## src/rtl/msrv32_csr_pkg.sv

```systemverilog
// msrv32_csr_pkg: CSR address map and mhpmevent field layout shared by the counter bank
package msrv32_csr_pkg;
  localparam logic [11:0] HPMCOUNTER_BASE  = 12'hB03;
  localparam logic [11:0] HPMCOUNTERH_BASE = 12'hB83;
  localparam logic [11:0] HPMEVENT_BASE    = 12'h323;
  localparam int SEL_W    = 8;
  localparam int SEL_LSB  = 0;
  localparam int SEL_MSB  = SEL_LSB + SEL_W - 1;
  localparam int MINH_BIT = 30;
  localparam int OF_BIT   = 31;
endpackage

```

## src/rtl/msrv32_hpm_counter.sv

```systemverilog
// msrv32_hpm_counter: one performance counter with its event select, inhibit and sticky overflow
module msrv32_hpm_counter
  import msrv32_csr_pkg::*;
#(
  parameter int CNT_WIDTH  = 40,
  parameter int NUM_EVENTS = 8
) (
  input  logic                  clk_i,
  input  logic                  rst_ni,
  input  logic                  wr_lo_i,
  input  logic                  wr_hi_i,
  input  logic                  wr_evt_i,
  input  logic [31:0]           wdata_i,
  input  logic [NUM_EVENTS-1:0] event_i,
  output logic [CNT_WIDTH-1:0]  cnt_o,
  output logic [31:0]           evt_o,
  output logic                  ovf_o
);
  logic [CNT_WIDTH-1:0] cnt_q, cnt_d, cnt_inc;
  logic [SEL_W-1:0]     sel_q, sel_d;
  logic                 minh_q, minh_d, of_q, of_d;
  logic [255:0]         ev_ext;
  logic                 inc_en, wrap, unused_wdata;
  // bit 0 stays zero so SEL=0 and any SEL beyond NUM_EVENTS select a dead input
  assign ev_ext       = 256'(event_i) << 1;
  assign inc_en       = ev_ext[sel_q] & ~minh_q & ~wr_lo_i;
  assign wrap         = inc_en & ~wr_hi_i & (&cnt_q);
  assign cnt_inc      = inc_en ? cnt_q + CNT_WIDTH'(1) : cnt_q;
  assign unused_wdata = ^wdata_i[MINH_BIT-1:SEL_MSB+1];
  always_comb begin
    cnt_d = cnt_inc;
    if (wr_lo_i) cnt_d[31:0] = wdata_i;
    if (wr_hi_i) cnt_d[CNT_WIDTH-1:32] = (CNT_WIDTH-32)'(wdata_i);
    sel_d  = wr_evt_i ? wdata_i[SEL_MSB:SEL_LSB] : sel_q;
    minh_d = wr_evt_i ? wdata_i[MINH_BIT] : minh_q;
    of_d   = wrap | (wr_evt_i ? wdata_i[OF_BIT] : of_q);
  end
  always_ff @(posedge clk_i or negedge rst_ni) begin
    if (!rst_ni) begin
      cnt_q  <= '0;
      sel_q  <= '0;
      minh_q <= 1'b0;
      of_q   <= 1'b0;
    end else begin
      cnt_q  <= cnt_d;
      sel_q  <= sel_d;
      minh_q <= minh_d;
      of_q   <= of_d;
    end
  end
  assign cnt_o = cnt_q;
  assign evt_o = {of_q, minh_q, 22'b0, sel_q};
  assign ovf_o = of_q;
endmodule

```

## src/rtl/msrv32_hpm_counter_bank.sv

```systemverilog
// msrv32_hpm_counter_bank: bank of mhpmcounter/mhpmevent CSRs with address decode and read mux
module msrv32_hpm_counter_bank
  import msrv32_csr_pkg::*;
#(
  parameter int NUM_CNT    = 4,
  parameter int CNT_WIDTH  = 40,
  parameter int NUM_EVENTS = 8
) (
  input  logic                  clk_in,
  input  logic                  rst_in,
  input  logic                  wr_en_in,
  input  logic [11:0]           csr_addr_in,
  input  logic [31:0]           data_wr_in,
  input  logic [NUM_EVENTS-1:0] event_in,
  output logic [31:0]           csr_data_out,
  output logic                  addr_hit_out,
  output logic [NUM_CNT-1:0]    ovf_vec_out,
  output logic                  ovf_irq_out
);
  logic [NUM_CNT-1:0]   hit_lo, hit_hi, hit_ev;
  logic [CNT_WIDTH-1:0] cnt [NUM_CNT];
  logic [31:0]          evt [NUM_CNT];
  for (genvar g = 0; g < NUM_CNT; g++) begin : g_cnt
    assign hit_lo[g] = csr_addr_in == HPMCOUNTER_BASE + 12'(g);
    assign hit_hi[g] = csr_addr_in == HPMCOUNTERH_BASE + 12'(g);
    assign hit_ev[g] = csr_addr_in == HPMEVENT_BASE + 12'(g);
    msrv32_hpm_counter #(
      .CNT_WIDTH (CNT_WIDTH),
      .NUM_EVENTS(NUM_EVENTS)
    ) u_cnt (
      .clk_i   (clk_in),
      .rst_ni  (rst_in),
      .wr_lo_i (wr_en_in & hit_lo[g]),
      .wr_hi_i (wr_en_in & hit_hi[g]),
      .wr_evt_i(wr_en_in & hit_ev[g]),
      .wdata_i (data_wr_in),
      .event_i (event_in),
      .cnt_o   (cnt[g]),
      .evt_o   (evt[g]),
      .ovf_o   (ovf_vec_out[g])
    );
  end
  always_comb begin
    csr_data_out = '0;
    for (int k = 0; k < NUM_CNT; k++)
      csr_data_out |= ({32{hit_lo[k]}} & cnt[k][31:0])
                    | ({32{hit_hi[k]}} & 32'(cnt[k] >> 32))
                    | ({32{hit_ev[k]}} & evt[k]);
  end
  assign addr_hit_out = |{hit_lo, hit_hi, hit_ev};
  assign ovf_irq_out  = |ovf_vec_out;
endmodule

```

## config.mk

```make
export PLATFORM = sky130hd
export DESIGN_NAME = msrv32_hpm_counter_bank
export DESIGN_NICKNAME = d
export VERILOG_FILES = /design/src/rtl/msrv32_csr_pkg.sv /design/src/rtl/msrv32_hpm_counter.sv /design/src/rtl/msrv32_hpm_counter_bank.sv
export SDC_FILE = /design/constraint.sdc
export NUM_CORES = 1
export LEC_CHECK = 0
export CAP_MARGIN = 10
export CORE_MARGIN = 2
export CORE_UTILIZATION = 30
export CTS_CLUSTER_DIAMETER = 40
export DETAILED_ROUTE_END_ITERATION = 8
export GPL_ROUTABILITY_DRIVEN = 0
export GPL_TIMING_DRIVEN = 0
export PLACE_DENSITY_LB_ADDON = 0.15
export REMOVE_ABC_BUFFERS = 1
export SLEW_MARGIN = 25
export SYNTH_ARGS = -nofsm -noshare
export SYNTH_HDL_FRONTEND = slang
export SYNTH_SLANG_ARGS = --single-unit
```

## constraint.sdc

```tcl
create_clock -name clk_in -period 3.64 [get_ports clk_in]
set_input_delay 0.91 -clock clk_in [delete_from_list [all_inputs] [get_ports clk_in]]
set_output_delay 0.91 -clock clk_in [all_outputs]
set_load 0.03 [all_outputs]
```

* Word-level counts from Yosys, hierarchy flattened
Index checks and enable logic that the tools add are counted. W data, S select, Z words.
Word-level totals: memories 0, logic and storage cells 145, latch bits 0, memory bits (read-only) 0, RAM bits 0, input bits 55, register bits 200
Operators by class: $add $sub $neg 4, reduce and logical (&&, ||, !) cells 14, $mul 0, eq/ne operators 12, mux-type cells 24, shifts and indexed selects 0, bitwise logic cells 67, divide/modulo/power cells 0, magnitude comparators 4
Operator list (count):
- $or A32 B32 Y32 | 11
- $and A32 B32 Y32 | 8
- $add A40 B1 Y40 const B | 4
- $mux W40 | 4
- $reduce_and A40 Y1 | 4
- $and A32 B8 Y32 | 4
- $mux W32 | 4
- $eq A12 B12 Y1 const B | 8
- $eq A12 B10 Y1 const B | 4
- $lt A8 B9 Y1 const B | 4
- $bmux W1 S8 | 4
- $mux W8 | 4
- $and A1 B1 Y1 | 28
- $reduce_bool A2 Y1 | 8
- $not A1 Y1 | 12
- $reduce_or A12 Y1 | 1
- $mux W1 | 8
- $or A1 B1 Y1 | 4
- $reduce_or A4 Y1 | 1

* Depth between registers and ports, before layout
depth in word-level cells 7, depth in mapped cells 10, gate-level depth less buffers 8

* Modules after synthesis
A second synthesis with hierarchy kept.
Second synthesis, totals: cell total of the unflattened synthesis 1777, area, all modules 15054.4 um^2
By module, submodules not included:
- msrv32_hpm_counter | seq. area each 1251.2 um^2, times used 4, area each 3193.1 um^2, cells an instance 359
- msrv32_hpm_counter_bank | seq. area each 0.0 um^2, times used 1, area each 2282.2 um^2, cells an instance 341

* Least setup slack after synthesis
OpenSTA, ideal clock, no wires.
path type input-to-output, from in csr_addr_in[0], to out csr_data_out[3], buffers on the path 3, path slack -130 ps, stages 6, data arrival time 2860 ps, cell sequence clkbuf_1 -> nor4bb_1 -> clkbuf_1 -> clkbuf_1 -> a221oi_1 -> o31ai_1
Between the ends: word-level cells in the longest chain between the ends 7, elaborated cells between the ends (all ways) 35
Ends and longest elaborated chain:
- start, declared | RTL line msrv32_hpm_counter_bank.sv:12 | input logic [11:0] csr_addr_in,
- $eq A12 B12 Y1 (on tied branches) | RTL line msrv32_hpm_counter_bank.sv:24, msrv32_hpm_counter_bank.sv:25
- $and A32 B32 Y32 or $and A32 B8 Y32 (tied branches) | RTL line msrv32_hpm_counter_bank.sv:46, msrv32_hpm_counter_bank.sv:47
- $or A32 B32 Y32 | RTL line msrv32_hpm_counter_bank.sv:47 | | ({32{hit_hi[k]}} & 32'(cnt[k] >> 32))
- $or A32 B32 Y32 (3 in series) | RTL line msrv32_hpm_counter_bank.sv:48 | | ({32{hit_ev[k]}} & evt[k]);
- $or A32 B32 Y32 * | RTL line msrv32_hpm_counter_bank.sv:48
- end, declared | RTL line msrv32_hpm_counter_bank.sv:15 | output logic [31:0] csr_data_out,
Every way passes the cells marked *; elsewhere a longest branch is shown, timed or not.

* Worst setup path in the final report
from in csr_addr_in[0], to out csr_data_out[7]
Same word-level chain as after synthesis.

==> results.sh <==
export IMPL_status="complete, no violations"
export IMPL_r2r_slack_ns=0.33
export IMPL_synth_avg_cell_area_um2=8.835
export IMPL_cts_tree="done"
export IMPL_min_period_ns=3.631
export IMPL_dp_cells=1962
export IMPL_drt_total_wl_um=47780
export IMPL_synth_distinct_cells=74
export IMPL_grt_pass1_wl_um=72310
export IMPL_dr_pass1_iters=7
export IMPL_wl_met1_um=21870
export IMPL_ys_seq_elements=200
export IMPL_final_core_util_pct=36.98
export IMPL_leakage_uw=0.006226
export IMPL_grt_max_degree=80
export IMPL_max_cap_viol_count=0
export IMPL_top_layer_used="met4"
export IMPL_wl_per_cell_um=23.55
export IMPL_grt_pass1_vias=11062
export IMPL_ys_warn_count=0
export IMPL_drive_gt1_share_pct=14.70
export IMPL_met2_length_um=22240
export IMPL_tightestPinTransition_ns=1.228
export IMPL_rsz0062_at_grt="true"
export IMPL_maxSlewViolCount=0
export IMPL_power_density_nw_per_um2=305.1
export IMPL_fin_crit_sh_pct=99.74
export IMPL_yosysSeqAreaShare_pct=40.40
export IMPL_hpwl_um=34190
export IMPL_reg2reg_from="g_cnt[2].u_cnt.cnt_o[7]"
export IMPL_worstHoldPathType="in2async"
export IMPL_critPathLaunchType="primary input"
export IMPL_async_reset_ff_share_pct=100.0
export IMPL_critPathLaunch="csr_addr_in[0]"
export IMPL_synth_top_area_share_pct=40.40
export IMPL_die_x_um=207.2
export IMPL_stdcell_count=2029
export IMPL_finalHoldViolCount=0
export IMPL_postCtsHoldBufs=0
export IMPL_viasPerCell=5.566
export IMPL_crit_arrival_ns=2.72
export IMPL_worst_setup_path_type="in2out"
export IMPL_yosysTopAreaCell="dfrtp_1"
export IMPL_antenna_cells=0
export IMPL_drtIter0Drc=1056
export IMPL_cts_root_buf="clkbuf_16"
export IMPL_ir_drop_uv=325.5
export IMPL_synth_main_ff_cell="dfrtp_1"
export IMPL_detail_route_antenna_nets=0
export IMPL_placed_cell_area_um2=14070
export IMPL_clock_latency_ns=0.47
export IMPL_nets=1545
export IMPL_ios=93
export IMPL_wl_met3_um=2462
export IMPL_required_ns=2.73
export IMPL_vias=11294
export IMPL_r2r_end="g_cnt[2].u_cnt.cnt_o[29]"
export IMPL_cts_clk_slew_worst_paths_ns=0.09
export IMPL_track_usage_pct=22.22
export IMPL_die_area_um2=42930
export IMPL_cts_sinks=200
export IMPL_finalClockSkew_ns=0.02108
export IMPL_hold_ws_ns=0.3972
export IMPL_setup_tns_ns=0
export IMPL_synth_edff_count=0
export IMPL_port_buffers=92
export IMPL_cp_end_kind="output pin"
export IMPL_fin_area_um2=15100
export IMPL_antenna_found_initial=1
export IMPL_grt_overflow_total=0
export IMPL_layout_area_overhead_vs_synth_pct=21.90
export IMPL_cp_endpoint="csr_data_out[7]"
export IMPL_row_count=74
export IMPL_slew_headroom_pct=17.77
export IMPL_start_util_pct=30.34
export IMPL_syn_instance_count=1402
export IMPL_mostFrequentLayoutCell="dfrtp_1"
export IMPL_finalSetupViolCount=0
export IMPL_reg2regPathDepth=7
export IMPL_cp_max_fo=11
export IMPL_synth_area_top_cells="dfrtp_1 (40%), xnor2_1 (6.4%), a21oi_1 (5.9%), nor2_1 (5.7%), xor2_1 (4.5%)"
export IMPL_clock_path_buffers=2
export IMPL_core_um2=40830
export IMPL_layout_common_cells="dfrtp_1 (200), nor2_1 (185), a21oi_1 (146), nand2_1 (110), xnor2_1 (90)"
export IMPL_netlist_area_um2=12390
export IMPL_cts_buffers=17
export IMPL_cts_htree_levels=4
export IMPL_drc_errors=0
export IMPL_fmax_mhz=275.4
export IMPL_die_h_um=207.2
routing by layer:
metal | GRT usage, % | up-vias
met2 | 35.49 | 390
met4 | 6.601 | 0
li1 | - | 5233
met5 | 0 | -
met1 | 31.05 | 5602
met3 | 3.351 | 69
through the flow:
stage               total power (µW)  setup slack [ns]
floorplan                       2418            -1.289
global placement                2641            -7.770
detailed placement              2659            -1.706
CTS                             4640          0.004785
global route                    4770          -0.03806
finish                          4607          0.009375
synthesized netlist by cell type, drive strengths merged, types with 22 or more instances:
cell      n
xor2     63
a21oi   147
nor3     35
nor2    189
nand3    69
dfrtp   200
xnor2    90
o21ai    32
clkbuf   71
a221o    24
nand4    34
mux2i    25
mux2     38
and3     43
nand2   114
a22o     22
logic make-up (layout without fill, tap and decap cells):
family                   count (synthesis)  after routing  share of synthesized area (%)
AO/OA/AOI/OAI                          301            301                          15.82
XOR/XNOR                               153            153                          10.82
adder cells (fa/ha/maj)                  4              4                         0.4041
buffers and inverters                  108            201                          3.555
flip-flops                             200            200                          40.40
multiplexers                            64             64                          5.657
AND/OR/NAND/NOR                        572            574                          23.34
flip-flops by register name (all words and copies together), names as in the netlist:
signal and flops:
g_cnt.u_cnt.sel_q 32, g_cnt.u_cnt.ovf_o 4, g_cnt.u_cnt.cnt_o 160, g_cnt.u_cnt.minh_q 4
final cells by class:
type / count / area (µm²)
Inverter: 19 / 71.32
Sequential cell: 200 / 5005
Tap cell: 532 / 665.6
Clock buffer: 19 / 442.9
Multi-Input combinational cell: 1096 / 7177
Timing Repair Buffer: 152 / 1615
Fill cell: 4145 / 25730
Clock inverter: 11 / 122.6
report_power, final:
group | switching, µW | internal [µW] | total (µW) | leakage, µW
registers | 48.4 | 2250 | 2300 | 0.00274
clock network | 943 | 1030 | 1970 | 0.000280
logic | 204 | 132 | 336 | 0.00321
worst max-delay path, cell delays in order:
cell,delay [ns]
buf_6,0.13
nor4bb_4,0.16
buf_4,0.17
buf_8,0.13
a222oi_1,0.48
o22ai_1,0.18
a221oi_2,0.22
o21ai_2,0.14
buf_4,0.19
worst min-delay path by stage:
| stage | startpoint | endpoint | slack, ns | depth (start not counted) |
|---|---|---|---|---|
| floorplan | g_cnt[3].u_cnt.sel_q[6] | g_cnt[3].u_cnt.sel_q[6] | 0.46 | 2 |
| finish | rst_in | g_cnt[2].u_cnt.cnt_o[14] | 0.40 | 1 |
| global placement | g_cnt[0].u_cnt.sel_q[6] | g_cnt[0].u_cnt.sel_q[6] | 0.50 | 2 |
| detailed placement | g_cnt[3].u_cnt.sel_q[6] | g_cnt[3].u_cnt.sel_q[6] | 0.51 | 2 |
| CTS | rst_in | g_cnt[2].u_cnt.cnt_o[14] | 0.42 | 1 |
| global route | rst_in | g_cnt[2].u_cnt.cnt_o[14] | 0.42 | 1 |
repair_timing:
action | 4_1_cts | 5_1_grt
setup endpoints to repair | 37 | 20
resized for setup | 249 | 20
setup buffers | 27 | 5
cloned | 4 | 1
pin swaps | 16 | 8
No activity file was read; power rests on OpenSTA's default activity.
